--- src/rtl/regfile_fwd_if.sv ---
// Bus interface for regfile_fwd: read ports, WB write port, forwarding
// stage buses and the load-use stall flag. The ID-stage controller drives
// the master side; the register file is the slave.
interface regfile_fwd_if #(
    parameter int DW   = 32,
    parameter int AW   = 5,
    parameter int NRD  = 2,
    parameter int NFWD = 3
);
    logic [NRD-1:0]             ren;
    logic [NRD*AW-1:0]          raddr;
    logic [NRD*DW-1:0]          rdata;
    logic                       we;
    logic [AW-1:0]              waddr;
    logic [DW-1:0]              wdata;
    logic [NFWD*(DW+AW+2)-1:0]  fwd_bus;
    logic                       stall;

    modport master (
        output ren, raddr, we, waddr, wdata, fwd_bus,
        input  rdata, stall
    );

    modport slave (
        input  ren, raddr, we, waddr, wdata, fwd_bus,
        output rdata, stall
    );
endinterface

--- src/rtl/regfile_fwd.sv ---
// regfile_fwd: GPR file for the 5-stage pipeline, sitting in ID.
// NRD combinational read ports, one WB write port, register 0 hard-wired
// to zero. Read priority per port: zero register, forwarding stages
// (youngest first), WB write-through, then the array.
// Macro RF_FWD_EN: when defined, the forwarding network and load-use stall
// are built; when undefined, fwd_bus is ignored, stall is 0 and reads fall
// back to zero-register / write-through / array.
module regfile_fwd #(
    parameter int DW   = 32,
    parameter int AW   = 5,
    parameter int NRD  = 2,
    parameter int NFWD = 3
) (
    input  logic          clk,
    input  logic          resetn,
    regfile_fwd_if.slave  bus
);
    localparam int NREG = 1 << AW;
    // One stage bus slot: {we, rdy, waddr, wdata}
    localparam int SW   = DW + AW + 2;

    logic [DW-1:0]     regs [NREG];
    logic [NRD*DW-1:0] rdata_c;
`ifdef RF_FWD_EN
    logic [NRD-1:0]    hazard;
`endif

    // WB write into the array; asynchronous clear of every register
    always_ff @(posedge clk or negedge resetn) begin
        if (!resetn) begin
            // NOTE: the whole array is reset on purpose -- software relies on GPRs reading 0 after reset.
            for (int i = 0; i < NREG; i++) regs[i] <= '0;
        end else if (bus.we && (bus.waddr != '0)) begin
            regs[bus.waddr] <= bus.wdata;
        end
    end

    // Per-port read resolution, first hit wins
    always_comb begin : read_mux
        logic [AW-1:0] ra;
        logic          hit;
`ifdef RF_FWD_EN
        logic [SW-1:0] st;
`endif
        // NOTE: every output of this block gets a default first so no path leaves a latch.
        rdata_c = '0;
        ra      = '0;
        hit     = 1'b0;
`ifdef RF_FWD_EN
        hazard  = '0;
        st      = '0;
`endif
        for (int r = 0; r < NRD; r++) begin
            // NOTE: blocking assignments here -- later lines read the values just computed.
            ra  = bus.raddr[r*AW +: AW];
            hit = (ra == '0);
`ifdef RF_FWD_EN
            for (int s = 0; s < NFWD; s++) begin
                st = bus.fwd_bus[s*SW +: SW];
                if (!hit && st[SW-1] && (st[DW +: AW] != '0) && (st[DW +: AW] == ra)) begin
                    hit = 1'b1;
                    if (st[SW-2]) rdata_c[r*DW +: DW] = st[DW-1:0];
                    else          hazard[r] = 1'b1;
                end
            end
`endif
            if (!hit && bus.we && (bus.waddr == ra)) begin
                hit = 1'b1;
                rdata_c[r*DW +: DW] = bus.wdata;
            end
            if (!hit) begin
                rdata_c[r*DW +: DW] = resetn ? regs[ra] : '0;
            end
        end
    end

    assign bus.rdata = rdata_c;

`ifdef RF_FWD_EN
    // Load-use stall: only enabled ports may stall the front end
    assign bus.stall = |(bus.ren & hazard);
`else
    // Forwarding network absent: control unit inserts bubbles instead
    assign bus.stall = 1'b0;
    logic unused_fwd;
    assign unused_fwd = ^{bus.fwd_bus, bus.ren};
`endif
endmodule

--- src/flat_wrapper.sv ---
// flat-port wrapper written by rule: the top's interface ports become plain ports
module regfile_fwd_flat 
#(
    parameter int DW   = 32,
    parameter int AW   = 5,
    parameter int NRD  = 2,
    parameter int NFWD = 3
)
  (clk, resetn, bus_ren, bus_raddr, bus_we, bus_waddr, bus_wdata, bus_fwd_bus, bus_rdata, bus_stall);
  regfile_fwd_if #(.DW(DW), .AW(AW), .NRD(NRD), .NFWD(NFWD)) bus_i ();
  input  logic clk;
  input  logic resetn;
  input wire logic [$bits(bus_i.ren)-1:0] bus_ren;
  input wire logic [$bits(bus_i.raddr)-1:0] bus_raddr;
  input wire logic [$bits(bus_i.we)-1:0] bus_we;
  input wire logic [$bits(bus_i.waddr)-1:0] bus_waddr;
  input wire logic [$bits(bus_i.wdata)-1:0] bus_wdata;
  input wire logic [$bits(bus_i.fwd_bus)-1:0] bus_fwd_bus;
  output wire logic [$bits(bus_i.rdata)-1:0] bus_rdata;
  output wire logic [$bits(bus_i.stall)-1:0] bus_stall;
  assign bus_i.ren = bus_ren;
  assign bus_i.raddr = bus_raddr;
  assign bus_i.we = bus_we;
  assign bus_i.waddr = bus_waddr;
  assign bus_i.wdata = bus_wdata;
  assign bus_i.fwd_bus = bus_fwd_bus;
  assign bus_rdata = bus_i.rdata;
  assign bus_stall = bus_i.stall;
  regfile_fwd #(.DW(DW), .AW(AW), .NRD(NRD), .NFWD(NFWD)) u_core (.clk(clk), .resetn(resetn), .bus(bus_i));
endmodule
--- config.mk ---
export PLATFORM = sky130hd
export DESIGN_NAME = regfile_fwd_flat
export DESIGN_NICKNAME = d
export VERILOG_FILES = /design/src/rtl/regfile_fwd_if.sv /design/src/rtl/regfile_fwd.sv /design/src/flat_wrapper.sv
export SDC_FILE = /design/constraint.sdc
export NUM_CORES = 2
export LEC_CHECK = 0
export ABC_CLOCK_PERIOD_IN_PS = 6420
export CAP_MARGIN = 20
export CORE_UTILIZATION = 40
export CTS_CLUSTER_DIAMETER = 120
export DETAILED_ROUTE_END_ITERATION = 16
export PLACE_DENSITY = 0.67
export SLEW_MARGIN = 20
export SYNTH_ARGS = -nofsm -noshare
export SYNTH_HDL_FRONTEND = slang
export SYNTH_SLANG_ARGS = --single-unit
--- constraint.sdc ---
create_clock -name clk -period 6.42 [get_ports clk]
set_clock_uncertainty 0.2 [all_clocks]
set_input_delay 1.284 -clock clk [delete_from_list [all_inputs] [get_ports clk]]
set_output_delay 1.284 -clock clk [all_outputs]
set_load 0.03 [all_outputs]
# --- Yosys cells after proc, flatten, opt, wreduce, memory -nomap -nowiden ---
# Index checks and enable logic that the tools add are counted.
classes:
  n_lt_le_gt_ge: 4
  n_eq_ne: 2
  n_mux: 17
  bitwise: 3
  n_reduce_logical: 11
ops:
  columns: ["cell", "count"]
  rows:
  - ["$bwmux 1024", 1]
  - ["$mux 32", 11]
  - ["$bmux 32 s5", 2]
  - ["$demux 32 s5", 1]
  - ["$ge 6x6->1 const B", 3]
  - ["$not 5->6", 3]
  - ["$eq 5x5->1", 2]
  - ["$logic_not 5->1", 2]
  - ["$logic_and 1x1->1", 6]
  - ["$lt 6x1->1 const B", 1]
  - ["$reduce_bool 5->1", 1]
  - ["$logic_not 1->1", 2]
  - ["$mux 1", 2]
totals:
  reg_bits: 1024
  out_inout_bits: 65
  word_cells: 69

# --- Depth between registers and ports, before layout ---
depth:
  ltp_word: 6
  ltp_mapped: 10
  ltp_nobuf: 5

# --- Worst setup path before layout ---
# No wires, ideal clock.
synth_path:
  kind: "input to output"
  start: "input bus_raddr[8]"
  end: "output bus_rdata[35]"
  arrival_time_ps: 3540
  setup_slack_ps: 1396
  cell_stages: 7
  n_path_buf: 3
  cell_sequence: "clkbuf_1 > nor2_1 > clkbuf_1 > clkbuf_1 > a221o_1 > a31oi_1 > o41ai_1"
synth_between:
  elab_chain_len: 6
  elab_cells_between_ends: 13
  cone_classes: "1 x eq/ne; 7 x mux; 1 x bitwise; 4 x reduce/logical"
synth_rtl:
  columns: ["element", "line", "source"]
  rows:
  - ["start: declaration", "flat_wrapper.sv:14", "input wire logic [$bits(bus_i.raddr)-1:0] bus_raddr;"]
  - ["$not 5->6 (not written as such) or $logic_not 5->1 (tied branches)", "regfile_fwd.sv:72, regfile_fwd.sv:56", null]
  - ["$bmux 32 s5 or $logic_not 1->1 (tied branches)", "regfile_fwd.sv:72, regfile_fwd.sv:67", null]
  - ["$mux 32 (not written as such) or $logic_and 1x1->1 (tied branches) (2 in series)", "regfile_fwd.sv:72, regfile_fwd.sv:67", null]
  - ["$mux 32 (tied with other cells)", "regfile_fwd.sv:72", "rdata_c[r*DW +: DW] = resetn ? regs[ra] : '0;"]
  - ["$mux 32 *", "regfile_fwd.sv:71", "if (!hit) begin"]
  - ["end: declaration", "flat_wrapper.sv:19", "output wire logic [$bits(bus_i.rdata)-1:0] bus_rdata;"]
# Every way passes the cells marked *; elsewhere a longest branch is shown, timed or not. The select of a mux whose other input is x is not followed.

# --- Worst setup path after layout ---
layout_path:
  start: "input bus_raddr[8]"
  end: "output bus_rdata[36]"
# The elaborated chain is that of the path after synthesis.

==> reports/qor.txt <==
Status: complete, no violations
Routed vias/inst: 6.44
Core Util, Final: 45.7%
Period utilization: 91.0%
H-tree depth: 3
Vias in the first global route: 36932
Final hold slack: 0.190 ns
CP arrival: 4.36 ns
DIE HEIGHT: 375 µm
Grt met3 use: 4.53%
Layout cell share with drive strength beyond 1: 52.7%
Sequential power share: 44.5%
Cell area after placement: 59200 µm²
Cell row count: 136
Critical path endpoint category: output port
All-Layer GR Usage: 24.8%
# setup viols final: 0
RSZ-0062 raised after global routing: false
Initial Utilization: 40.4%
DRC errors left: 0
Clock Tree Root: clkbuf_16
Synthesized cell area: 55700 µm²
Leak: 26.8 nW
First-pass GRT wire length: 257 mm
Synthesis Warnings: 0
Initial antenna violation count: 9
CTS clock-pin slew for the worst setup and hold paths: 0.06 ns
CTS tree: done
Pin count of the biggest net entering global routing: 180
Sequential area share after synthesis: 46.0%
Area growth from synthesis to layout: 13.0%
Fraction of registers with async set or reset after synthesis: 100%
I/O Buffers: 113
Clock share of power: 34.8%
Setup Fix Bufs, Post-CTS: 0
Final hold vios: 0
Clock latency on the worst-skew pair: 0.72 ns
Cts hold-fix bufs: 0
Cells taking the most area after synthesis: dfrtp_1 46%, mux4_2 21%, mux2_2 20%, mux2i_1 1.7%, clkbuf_1 1.7%
DR iter-0 viols: 3538
PwrDens: 308 nW/µm²
WP data required: 4.94 ns
Max_cap viols: 0
Core Footprint: 138000 µm²
Max Buffers Root-to-Sink: 3
Die Width: 375 µm
Avg Cell Area, Syn: 15.1 µm²
Synthesized Nets: 3863
Cell area after layout: 63000 µm²
Largest regs: u_core.regs x1024
Final nets: 3832
Int Pwr: 0.0141 W
Routability cong.: 0.832
Type of the worst min-delay path: flop to flop
Largest register FFs: 1024
Leading cell type in the layout, fill and taps excluded: dfrtp_1
PostCTS Resize Cnt: 0
Slew HR: 22.2%
DR vias: 35767
Wire length per cell: 31.2 µm
Worst ir drop on vdd: 0.000229 V
Met2 GRT Util: 39.4%
Largest reg by FF count: u_core.regs
Post-synth top area share: 46.0%
Mapped Cells: 3694
Most frequent cells in the layout: 1024 x dfrtp_1, 989 x mux2_2, 508 x mux4_2, 185 x buf_4, 113 x clkbuf_16
Slew @ Worst Pin: 1.16 ns
Yosys top cell by area: dfrtp_1
Sw power: 0.00527 W
Fill count: 11984
Worst-path maximum fanout: 18
Cell variety after synth: 50
Routed Antenna Nets: 0
TNS Setup: 0 ns
Post-synth EDFFs: 0
Final worst path period need: 5.84 ns
Die area: 141000 µm²
Logic pwr share: 20.7%
Post-detail-place hpwl: 105 mm
GR peak layer: met2
Grt met1 use: 33.5%
Detailed Routing Iterations Pass 1: 8
Final Slew Violations: 0
Fmax: 171 MHz
Global route overflow: 0
Clock Sinks: 1024
Io pins: 234
Cts bufs inserted: 110
CP Class: primary input to output port
Sw frac: 27.2%
Synthesized flop and latch total: 1024
Primary FF master, synth: dfrtp_1
Post-Route WL: 173 mm
Crit start category: primary input
## final timing paths
path | start | slack (ns) | endpoint | cells past startpoint
max | bus_raddr[8] | 0.58 | bus_rdata[36] | 9
min | u_core.regs[996]$_DFFE_PN0P_ | 0.19 | u_core.regs[996]$_DFFE_PN0P_ | 0
max reg2reg | u_core.regs[618]$_DFFE_PN0P_ | 5.38 | u_core.regs[618]$_DFFE_PN0P_ | 1
min reg2reg | u_core.regs[996]$_DFFE_PN0P_ | 0.19 | u_core.regs[996]$_DFFE_PN0P_ | 0
max in group asynchronous | resetn | 2.73 | u_core.regs[264]$_DFFE_PN0P_ | 4
min in group asynchronous | resetn | 0.29 | u_core.regs[479]$_DFFE_PN0P_ | 1
## per-stage QoR
step / total power [W] / setup WS (ns) / instances
3_5_place_dp: 0.0127 / 0.639 / 5345
6_report: 0.0194 / 0.576 / 5550
5_1_grt: 0.0202 / 0.569 / 5546
2_1_floorplan: 0.0115 / 1.40 / 3694
4_1_cts: 0.0195 / 0.664 / 5545
3_3_place_gp: 0.0125 / 0.739 / 5345
## cells by family after synthesis
| family | Yosys count | share of synthesized area (%) |
|---|---|---|
| compound gates | 359 | 4.70 |
| xor+xnor | 10 | 0.157 |
| buf+inv | 439 | 3.81 |
| flops | 1024 | 46.0 |
| mux | 1633 | 43.1 |
| other cells | 1 | 0.00673 |
| simple gates | 228 | 2.27 |
## Yosys cell counts (4+ instances only)
cell,instances
a221oi_1,11
buf_6,29
nand2_1,47
buf_2,80
buf_1,51
a211oi_1,38
a22o_1,25
clkbuf_1,245
a31oi_1,36
nor3b_1,50
dfrtp_1,1024
o21ai_0,36
o41ai_1,11
nand2b_1,9
xnor2_1,10
mux2_2,989
mux2_1,40
nor3_1,55
a221o_1,36
o21ai_1,23
a2111oi_0,25
a22oi_1,16
nor2b_1,25
mux4_2,508
a21o_1,26
nor2_1,20
o22ai_1,63
buf_4,29
nand3_1,4
mux2i_1,96
## routing by layer
metal | vias up | routed length (µm)
li1 | 14418 | -
met4 | 8 | 7230
met3 | 369 | 12600
met1 | 19506 | 71000
met2 | 1466 | 82500
met5 | - | 53
## power by group through the flow
stage / logic, W / clock network (W) / registers (W)
4_1_cts: 0.00404 / 0.00683 / 0.00859
3_5_place_dp: 0.00402 / 0 / 0.00869
3_3_place_gp: 0.00393 / 0 / 0.00861
5_1_grt: 0.00429 / 0.00711 / 0.00879
6_report: 0.00402 / 0.00675 / 0.00863
2_1_floorplan: 0.00308 / 0 / 0.00838
## area by class of cell
type / instances / area [µm²] / share of cell area, %
timing repair buffer: 295 / 3060 / 4.86
clock buffer: 161 / 3280 / 5.21
tap: 1794 / 2240 / 3.56
antenna: 5 / 12.5 / 0.0199
inverter: 1 / 3.75 / 0.00596
clock inverter: 39 / 543 / 0.862
sequential: 1024 / 25600 / 40.7
multi-input combinational: 2231 / 28200 / 44.8
## critical path, cell delays in order
cell and delay, ns:
buf_2 0.39, nor2b_4 0.78, buf_12 0.26, a221o_1 0.21, a31oi_1 0.09, a2111oi_0 0.79
buf_4 0.24, a21o_1 0.12, buf_12 0.13
Note: power is estimated with default switching activity, not from simulation.
